### src/rtl/hazard_pkg.sv
// Shared types for the pipeline hazard controller: FSM state encoding,
// register-address width and a saturating counter helper.
package hazard_pkg;

   localparam int REG_ADD_W = 5;

   typedef enum logic [1:0] {
      ST_RUN        = 2'd0,
      ST_LOAD_STALL = 2'd1,
      ST_FLUSH      = 2'd2,
      ST_MEM_WAIT   = 2'd3
   } haz_state_e;

   function automatic logic [7:0] sat_inc8(input logic [7:0] val);
      return (val == 8'hFF) ? val : val + 8'd1;
   endfunction

endpackage

### src/rtl/pipeline_hazard_ctrl_if.sv
// Hazard-control bundle between the pipeline datapath (master) and the
// hazard controller (slave).
interface pipeline_hazard_ctrl_if;
   import hazard_pkg::*;

   logic                 id_valid_i;
   logic [REG_ADD_W-1:0] id_rs1_add_i;
   logic [REG_ADD_W-1:0] id_rs2_add_i;
   logic [REG_ADD_W-1:0] ex_rd_add_i;
   logic                 ex_RD_en_i;
   logic                 ex_redirect_i;
   logic                 mem_busy_i;
   logic                 pc_hold_o;
   logic                 if_stall_o;
   logic                 id_stall_o;
   logic                 id_flush_o;
   logic                 if_flush_o;
   logic                 mem_freeze_o;
   logic                 err_timeout_o;

   modport master (
      output id_valid_i, id_rs1_add_i, id_rs2_add_i, ex_rd_add_i,
             ex_RD_en_i, ex_redirect_i, mem_busy_i,
      input  pc_hold_o, if_stall_o, id_stall_o, id_flush_o, if_flush_o,
             mem_freeze_o, err_timeout_o
   );

   modport slave (
      input  id_valid_i, id_rs1_add_i, id_rs2_add_i, ex_rd_add_i,
             ex_RD_en_i, ex_redirect_i, mem_busy_i,
      output pc_hold_o, if_stall_o, id_stall_o, id_flush_o, if_flush_o,
             mem_freeze_o, err_timeout_o
   );

endinterface

### src/rtl/hazard_load_use_det.sv
// Load-use detector: a load in EX writes a register that the valid ID
// instruction reads. x0 is never a hazard.
module hazard_load_use_det
   import hazard_pkg::*;
(
   input  logic                 id_valid_i,
   input  logic [REG_ADD_W-1:0] id_rs1_add_i,
   input  logic [REG_ADD_W-1:0] id_rs2_add_i,
   input  logic [REG_ADD_W-1:0] ex_rd_add_i,
   input  logic                 ex_ld_i,
   output logic                 load_use_o
);

   assign load_use_o = id_valid_i & ex_ld_i & (|ex_rd_add_i)
                     & ((ex_rd_add_i == id_rs1_add_i) | (ex_rd_add_i == id_rs2_add_i));

endmodule

### src/rtl/pipeline_hazard_ctrl.sv
// Stall/flush sequencer around the decode stage with a memory-wait watchdog.
// Optional HAZ_PERF_CNT_EN adds stall/flush cycle counters as extra ports.
//
//   state       | meaning
//   RUN         | normal flow; hazards dispatched by priority busy > redirect > load-use
//   LOAD_STALL  | the single bubble after a load-use stall; load-use masked
//   FLUSH       | redirect bubbles while fcnt > 0; fcnt == 0 behaves like RUN
//   MEM_WAIT    | data memory busy; pipe frozen, watchdog counting
module pipeline_hazard_ctrl
   import hazard_pkg::*;
#(
   parameter int FLUSH_CYCLES = 1,
   parameter int MAX_MEM_WAIT = 15
`ifdef HAZ_PERF_CNT_EN
   , parameter int CNT_W = 32
`endif
) (
   input  logic                  clk,
   input  logic                  rst_n,
   pipeline_hazard_ctrl_if.slave hif
`ifdef HAZ_PERF_CNT_EN
   , output logic [CNT_W-1:0]    stall_cnt_o
   , output logic [CNT_W-1:0]    flush_cnt_o
`endif
);

   localparam logic [2:0] FCNT_LOAD = 3'(FLUSH_CYCLES - 1);
   localparam logic [7:0] WCNT_MAX  = 8'(MAX_MEM_WAIT);

   haz_state_e state_q, state_d;
   logic [2:0] fcnt_q, fcnt_d;
   logic [7:0] wcnt_q, wcnt_d;
   logic       err_q, err_d;
   logic       load_use;
   logic       stall_v, freeze_v, flush_v;

   hazard_load_use_det u_lu_det (
      .id_valid_i   (hif.id_valid_i),
      .id_rs1_add_i (hif.id_rs1_add_i),
      .id_rs2_add_i (hif.id_rs2_add_i),
      .ex_rd_add_i  (hif.ex_rd_add_i),
      .ex_ld_i      (hif.ex_RD_en_i),
      .load_use_o   (load_use)
   );

   always_ff @(posedge clk or negedge rst_n) begin
      if (!rst_n) begin
         state_q <= ST_RUN;
         fcnt_q  <= '0;
         wcnt_q  <= '0;
         err_q   <= 1'b0;
      end else begin
         state_q <= state_d;
         fcnt_q  <= fcnt_d;
         wcnt_q  <= wcnt_d;
         err_q   <= err_d;
      end
   end

   always_comb begin
      state_d  = state_q;
      fcnt_d   = fcnt_q;
      wcnt_d   = wcnt_q;
      err_d    = err_q;
      stall_v  = 1'b0;
      freeze_v = 1'b0;
      flush_v  = 1'b0;
      unique case (state_q)
         ST_MEM_WAIT: begin
            // Redirects are ignored here; the frozen EX stage re-presents them on exit.
            if (hif.mem_busy_i) begin
               stall_v  = 1'b1;
               freeze_v = 1'b1;
               if (wcnt_q == WCNT_MAX) begin
                  err_d   = 1'b1;
                  state_d = ST_RUN;
               end else begin
                  wcnt_d = sat_inc8(wcnt_q);
               end
            end else begin
               state_d = ST_RUN;
            end
         end
         default: begin
            if (hif.mem_busy_i) begin
               stall_v  = 1'b1;
               freeze_v = 1'b1;
               wcnt_d   = '0;
               state_d  = ST_MEM_WAIT;
            end else if (hif.ex_redirect_i) begin
               flush_v = 1'b1;
               fcnt_d  = FCNT_LOAD;
               state_d = ST_FLUSH;
            end else if (state_q == ST_FLUSH && fcnt_q != 3'd0) begin
               flush_v = 1'b1;
               fcnt_d  = fcnt_q - 3'd1;
            end else if (load_use && state_q != ST_LOAD_STALL) begin
               stall_v = 1'b1;
               state_d = ST_LOAD_STALL;
            end else begin
               state_d = ST_RUN;
            end
         end
      endcase
   end

   // Gated by rst_n so every output is 0 while reset is held, whatever the inputs do.
   assign hif.pc_hold_o     = rst_n & stall_v;
   assign hif.if_stall_o    = rst_n & stall_v;
   assign hif.id_stall_o    = rst_n & stall_v;
   assign hif.mem_freeze_o  = rst_n & freeze_v;
   assign hif.id_flush_o    = rst_n & flush_v;
   assign hif.if_flush_o    = rst_n & flush_v;
   assign hif.err_timeout_o = err_q;

`ifdef HAZ_PERF_CNT_EN
   logic [CNT_W-1:0] stall_cnt_q, stall_cnt_d;
   logic [CNT_W-1:0] flush_cnt_q, flush_cnt_d;

   always_comb begin
      stall_cnt_d = stall_cnt_q + (hif.pc_hold_o  ? CNT_W'(1) : '0);
      flush_cnt_d = flush_cnt_q + (hif.id_flush_o ? CNT_W'(1) : '0);
   end

   always_ff @(posedge clk or negedge rst_n) begin
      if (!rst_n) begin
         stall_cnt_q <= '0;
         flush_cnt_q <= '0;
      end else begin
         stall_cnt_q <= stall_cnt_d;
         flush_cnt_q <= flush_cnt_d;
      end
   end

   assign stall_cnt_o = stall_cnt_q;
   assign flush_cnt_o = flush_cnt_q;
`endif

endmodule
### src/flat_wrapper.sv
// flat-port wrapper written by rule: the top's interface ports become plain ports
module pipeline_hazard_ctrl_flat import hazard_pkg::*;
#(
   parameter int FLUSH_CYCLES = 1,
   parameter int MAX_MEM_WAIT = 15

)
  (clk, rst_n, hif_id_valid_i, hif_id_rs1_add_i, hif_id_rs2_add_i, hif_ex_rd_add_i, hif_ex_RD_en_i, hif_ex_redirect_i, hif_mem_busy_i, hif_pc_hold_o, hif_if_stall_o, hif_id_stall_o, hif_id_flush_o, hif_if_flush_o, hif_mem_freeze_o, hif_err_timeout_o);
  pipeline_hazard_ctrl_if hif_i ();
  input  logic clk;
  input  logic rst_n;
  input wire logic [$bits(hif_i.id_valid_i)-1:0] hif_id_valid_i;
  input wire logic [$bits(hif_i.id_rs1_add_i)-1:0] hif_id_rs1_add_i;
  input wire logic [$bits(hif_i.id_rs2_add_i)-1:0] hif_id_rs2_add_i;
  input wire logic [$bits(hif_i.ex_rd_add_i)-1:0] hif_ex_rd_add_i;
  input wire logic [$bits(hif_i.ex_RD_en_i)-1:0] hif_ex_RD_en_i;
  input wire logic [$bits(hif_i.ex_redirect_i)-1:0] hif_ex_redirect_i;
  input wire logic [$bits(hif_i.mem_busy_i)-1:0] hif_mem_busy_i;
  output wire logic [$bits(hif_i.pc_hold_o)-1:0] hif_pc_hold_o;
  output wire logic [$bits(hif_i.if_stall_o)-1:0] hif_if_stall_o;
  output wire logic [$bits(hif_i.id_stall_o)-1:0] hif_id_stall_o;
  output wire logic [$bits(hif_i.id_flush_o)-1:0] hif_id_flush_o;
  output wire logic [$bits(hif_i.if_flush_o)-1:0] hif_if_flush_o;
  output wire logic [$bits(hif_i.mem_freeze_o)-1:0] hif_mem_freeze_o;
  output wire logic [$bits(hif_i.err_timeout_o)-1:0] hif_err_timeout_o;
  assign hif_i.id_valid_i = hif_id_valid_i;
  assign hif_i.id_rs1_add_i = hif_id_rs1_add_i;
  assign hif_i.id_rs2_add_i = hif_id_rs2_add_i;
  assign hif_i.ex_rd_add_i = hif_ex_rd_add_i;
  assign hif_i.ex_RD_en_i = hif_ex_RD_en_i;
  assign hif_i.ex_redirect_i = hif_ex_redirect_i;
  assign hif_i.mem_busy_i = hif_mem_busy_i;
  assign hif_pc_hold_o = hif_i.pc_hold_o;
  assign hif_if_stall_o = hif_i.if_stall_o;
  assign hif_id_stall_o = hif_i.id_stall_o;
  assign hif_id_flush_o = hif_i.id_flush_o;
  assign hif_if_flush_o = hif_i.if_flush_o;
  assign hif_mem_freeze_o = hif_i.mem_freeze_o;
  assign hif_err_timeout_o = hif_i.err_timeout_o;
  pipeline_hazard_ctrl #(.FLUSH_CYCLES(FLUSH_CYCLES), .MAX_MEM_WAIT(MAX_MEM_WAIT)) u_core (.clk(clk), .rst_n(rst_n), .hif(hif_i));
endmodule
### config.mk
export PLATFORM = sky130hd
export DESIGN_NAME = pipeline_hazard_ctrl_flat
export DESIGN_NICKNAME = d
export VERILOG_FILES = /design/src/rtl/hazard_pkg.sv /design/src/rtl/pipeline_hazard_ctrl_if.sv /design/src/rtl/hazard_load_use_det.sv /design/src/rtl/pipeline_hazard_ctrl.sv /design/src/flat_wrapper.sv
export SDC_FILE = /design/constraint.sdc
export NUM_CORES = 1
export LEC_CHECK = 0
export BUFFER_PORTS_ARGS = -buffer_cell sky130_fd_sc_hd__buf_2
export CAP_MARGIN = 0
export CORE_ASPECT_RATIO = 1.4
export CORE_MARGIN = 3
export CORE_UTILIZATION = 52
export CTS_CLUSTER_DIAMETER = 100
export DETAILED_ROUTE_END_ITERATION = 8
export HOLD_SLACK_MARGIN = 0.05
export PLACE_DENSITY = 0.8
export SLEW_MARGIN = 10
export SYNTH_ARGS = -nofsm -noshare
export SYNTH_HDL_FRONTEND = slang
export SYNTH_SLANG_ARGS = --single-unit
### constraint.sdc
create_clock -name clk -period 3.65 [get_ports clk]
set_input_delay 0.1825 -clock clk [delete_from_list [all_inputs] [get_ports clk]]
set_output_delay 0.1825 -clock clk [all_outputs]
set_load 0.02 [all_outputs]
==> metrics.md <==
| Metric | Value |
|---|---|
| Run status | finished clean |
| Setup TNS | 0 ps |
| Max Freq | 0.510 GHz |
| Syn nets | 130 |
| Routed Antenna Nets | 0 |
| Met3 Use GR | 0.0449 |
| WL final | 2.19 mm |
| Clock Tree Buf Depth | 2 |
| Int Pwr | 0.303 mW |
| Final Cycle Share | 0.537 |
| Port buffer count | 27 |
| M2 GR Usage | 0.336 |
| Final nets | 158 |
| Design Area, Final | 1120 µm² |
| Vias per cell | 6.13 |
| Cell variety after synth | 36 |
| Tightest Pin Transition | 387 ps |
| Number of gates resized after cts | 0 |
| Post-synthesis sequential element count | 14 |
| Period minus WS final | 1960 ps |
| Post-CTS Setup Bufs | 0 |
| Fin cells | 152 |
| Worst setup margin | 1690 ps |
| GRT busiest layer | met2 |
| Max_slew headroom | 0.739 |
| Most used cell, CP | buf_2 |
| Hold Path Class | in -> reg |
| CTS tree | built |
| Power per Cell Area | 411 nW/µm² |
| Critical Path, Cell by Cell | dlygate4sd3_1 -> buf_2 -> inv_1 -> nor4_1 -> buf_2 |
| 1st-pass router iterations | 4 |
| Initial DRC count | 20 |
| Initial antenna violation count | 0 |
| Die height | 56.7 µm |
| Sw Pwr | 0.158 mW |
| Kind of critical path | in -> out |
| Vias after detailed routing | 932 |
| Worst EP arrival | 1780 ps |
| Most frequent cells in the layout | buf_2, dfrtp_1, xor2_1 |
| Reg power frac | 0.405 |
| Placement-stage cell area | 1070 µm² |
| Die area | 2390 µm² |
| Leading cell type in the layout, fill and taps excluded | buf_2 |
| Leakage power | 0.559 nW |
| Max Clock Skew | 10.6 ps |
| Largest net degree at the start of global routing | 17 |
| Ys flop type | dfrtp_1 |
| Switching share of power | 0.343 |
| Detailed placer's ending HPWL | 1.68 mm |
| H-tree depth | 1 |
| CP endpoint kind | output port |
| Synth area leaders | dfrtp_1, xor2_1, ha_1 |
| Req. time, crit path | 3470 ps |
| CTS hold repair buffers | 1 |
| Final number of max-transition violations | 0 |
| Clock sinks | 14 |
| CP max FO | 16 |
| Hold_ws | 206 ps |
| Routing usage on met1 | 0.208 |
| Reg clk slew, reported paths | 100 ps |
| Crit path buf inv count | 4 |
| Synth warn | 0 |
| Die W | 42.2 µm |
| Syn avg cell area | 8.99 µm² |
| RSZ-0062 raised after global routing | false |
| Gr usage total | 0.194 |
| Layout area overhead | 17.6% |
| First-pass GRT wire length | 3.60 mm |
| Row cnt | 17 |
| Final setup fails | 0 |
| Synth top area share | 0.367 |
| Worst-Skew Late Latency | 290 ps |
| Worst vdd ir | 200 µV |
| EDFF count, synth | 0 |
| Sequential area share after synthesis | 0.367 |
| Slowest CP cell | dlygate4sd3_1 |
| Worst setup SP type | input pin |
| IO Pins | 28 |
| CP delay by family, top | buffers and inverters |
| Gpl congestion | 0.761 |
| Area of the mapped netlist | 953 µm² |
| Logic gate share of total power | 0.340 |
| Final hold viol count | 0 |
| Placed insts | 147 |
| Ant. Diodes | 0 |
| Syn Inst Count | 106 |
| Async S/R FF share, synth | 1.00 |
| Root buf cell | clkbuf_4 |
| TritonCTS buffer count | 3 |
| Routed WL per cell | 14.4 µm |
| Critical Path Max Stage Delay | 520 ps |
| Core ar. | 1660 µm² |
| GR Overflow Total | 0 |
| Setup WS pre-CTS | 1980 ps |
| Maxcap violations | 0 |
| Starting Density | 0.575 |
| Share of cells above drive strength 1 | 0.286 |
| Vias in the first global route | 871 |
| Top cell type by total area after synthesis | dfrtp_1 |
| Clock share of power | 0.254 |
| DRC errors left | 0 |
[registers in the layout, indices dropped and copies added (netlist names)]
register / flops
u_core.hif.err_timeout_o: 1
u_core.state_q: 2
u_core.wcnt_q: 8
u_core.fcnt_q: 3
[power groups by stage]
stage / registers, mW / clock network (mW) / logic, mW
after floorplan: 0.187 / 0 / 0.110
after global placement: 0.188 / 0 / 0.141
after detailed placement: 0.190 / 0 / 0.151
after CTS: 0.187 / 0.116 / 0.158
after global routing: 0.188 / 0.128 / 0.175
final: 0.187 / 0.117 / 0.157
[routing by layer]
layer,part of all wire,vias up
li1,-,435
met1,0.38,445
met2,0.52,43
met3,0.075,9
met4,0.032,0
met5,0,-
[through the flow]
step / util / total power, mW
2_1_floorplan: - / 0.296
3_3_place_gp: 0.648 / 0.329
3_5_place_dp: 0.648 / 0.341
4_1_cts: 0.676 / 0.461
5_1_grt: 0.676 / 0.490
6_report: 0.676 / 0.461
[cells in the mapped netlist, drive strengths merged, types with 2 or more instances]
master / instances
nand2: 9
nor4: 2
inv: 7
o21bai: 2
nor3: 5
nor2: 5
buf: 4
o22ai: 2
or4: 5
nand2b: 2
and3: 3
o311ai: 2
nand4: 3
xor2: 10
a21oi: 8
nand3: 4
o21ai: 4
dfrtp: 14
ha: 3
[final cells by class]
cell class	instances	area [µm²]
clock buffer	4	36.3
sequential	14	350
tap	19	23.8
multi-input combinational	80	539
inverter	7	26.3
timing repair buffer	28	145
fill	145	538
[final timing paths]
check,startpoint,end,slack (ps),cells after the start
max,rst_n,hif_id_flush_o,1690,5
min,hif_mem_busy_i,u_core.wcnt_q[3],210,2
max reg2reg,u_core.wcnt_q[5],u_core.wcnt_q[0],1940,4
min reg2reg,u_core.hif.err_timeout_o,u_core.hif.err_timeout_o,510,1
max in group asynchronous,rst_n,u_core.wcnt_q[0],3070,2
min in group asynchronous,rst_n,u_core.state_q[0],310,2
[cells by family (layout without fill, tap and decap cells)]
family | Yosys count | after routing | synth area share
AO/OA/AOI/OAI | 25 | 25 | 0.182
adder cells (fa/ha/maj) | 3 | 3 | 0.0394
AND/OR/NAND/NOR | 40 | 40 | 0.230
flip-flops | 14 | 14 | 0.367
buffers and inverters | 12 | 39 | 0.0669
multiplexers | 2 | 2 | 0.0223
XOR/XNOR | 10 | 10 | 0.0919
No activity file was read; power rests on OpenSTA's default activity.
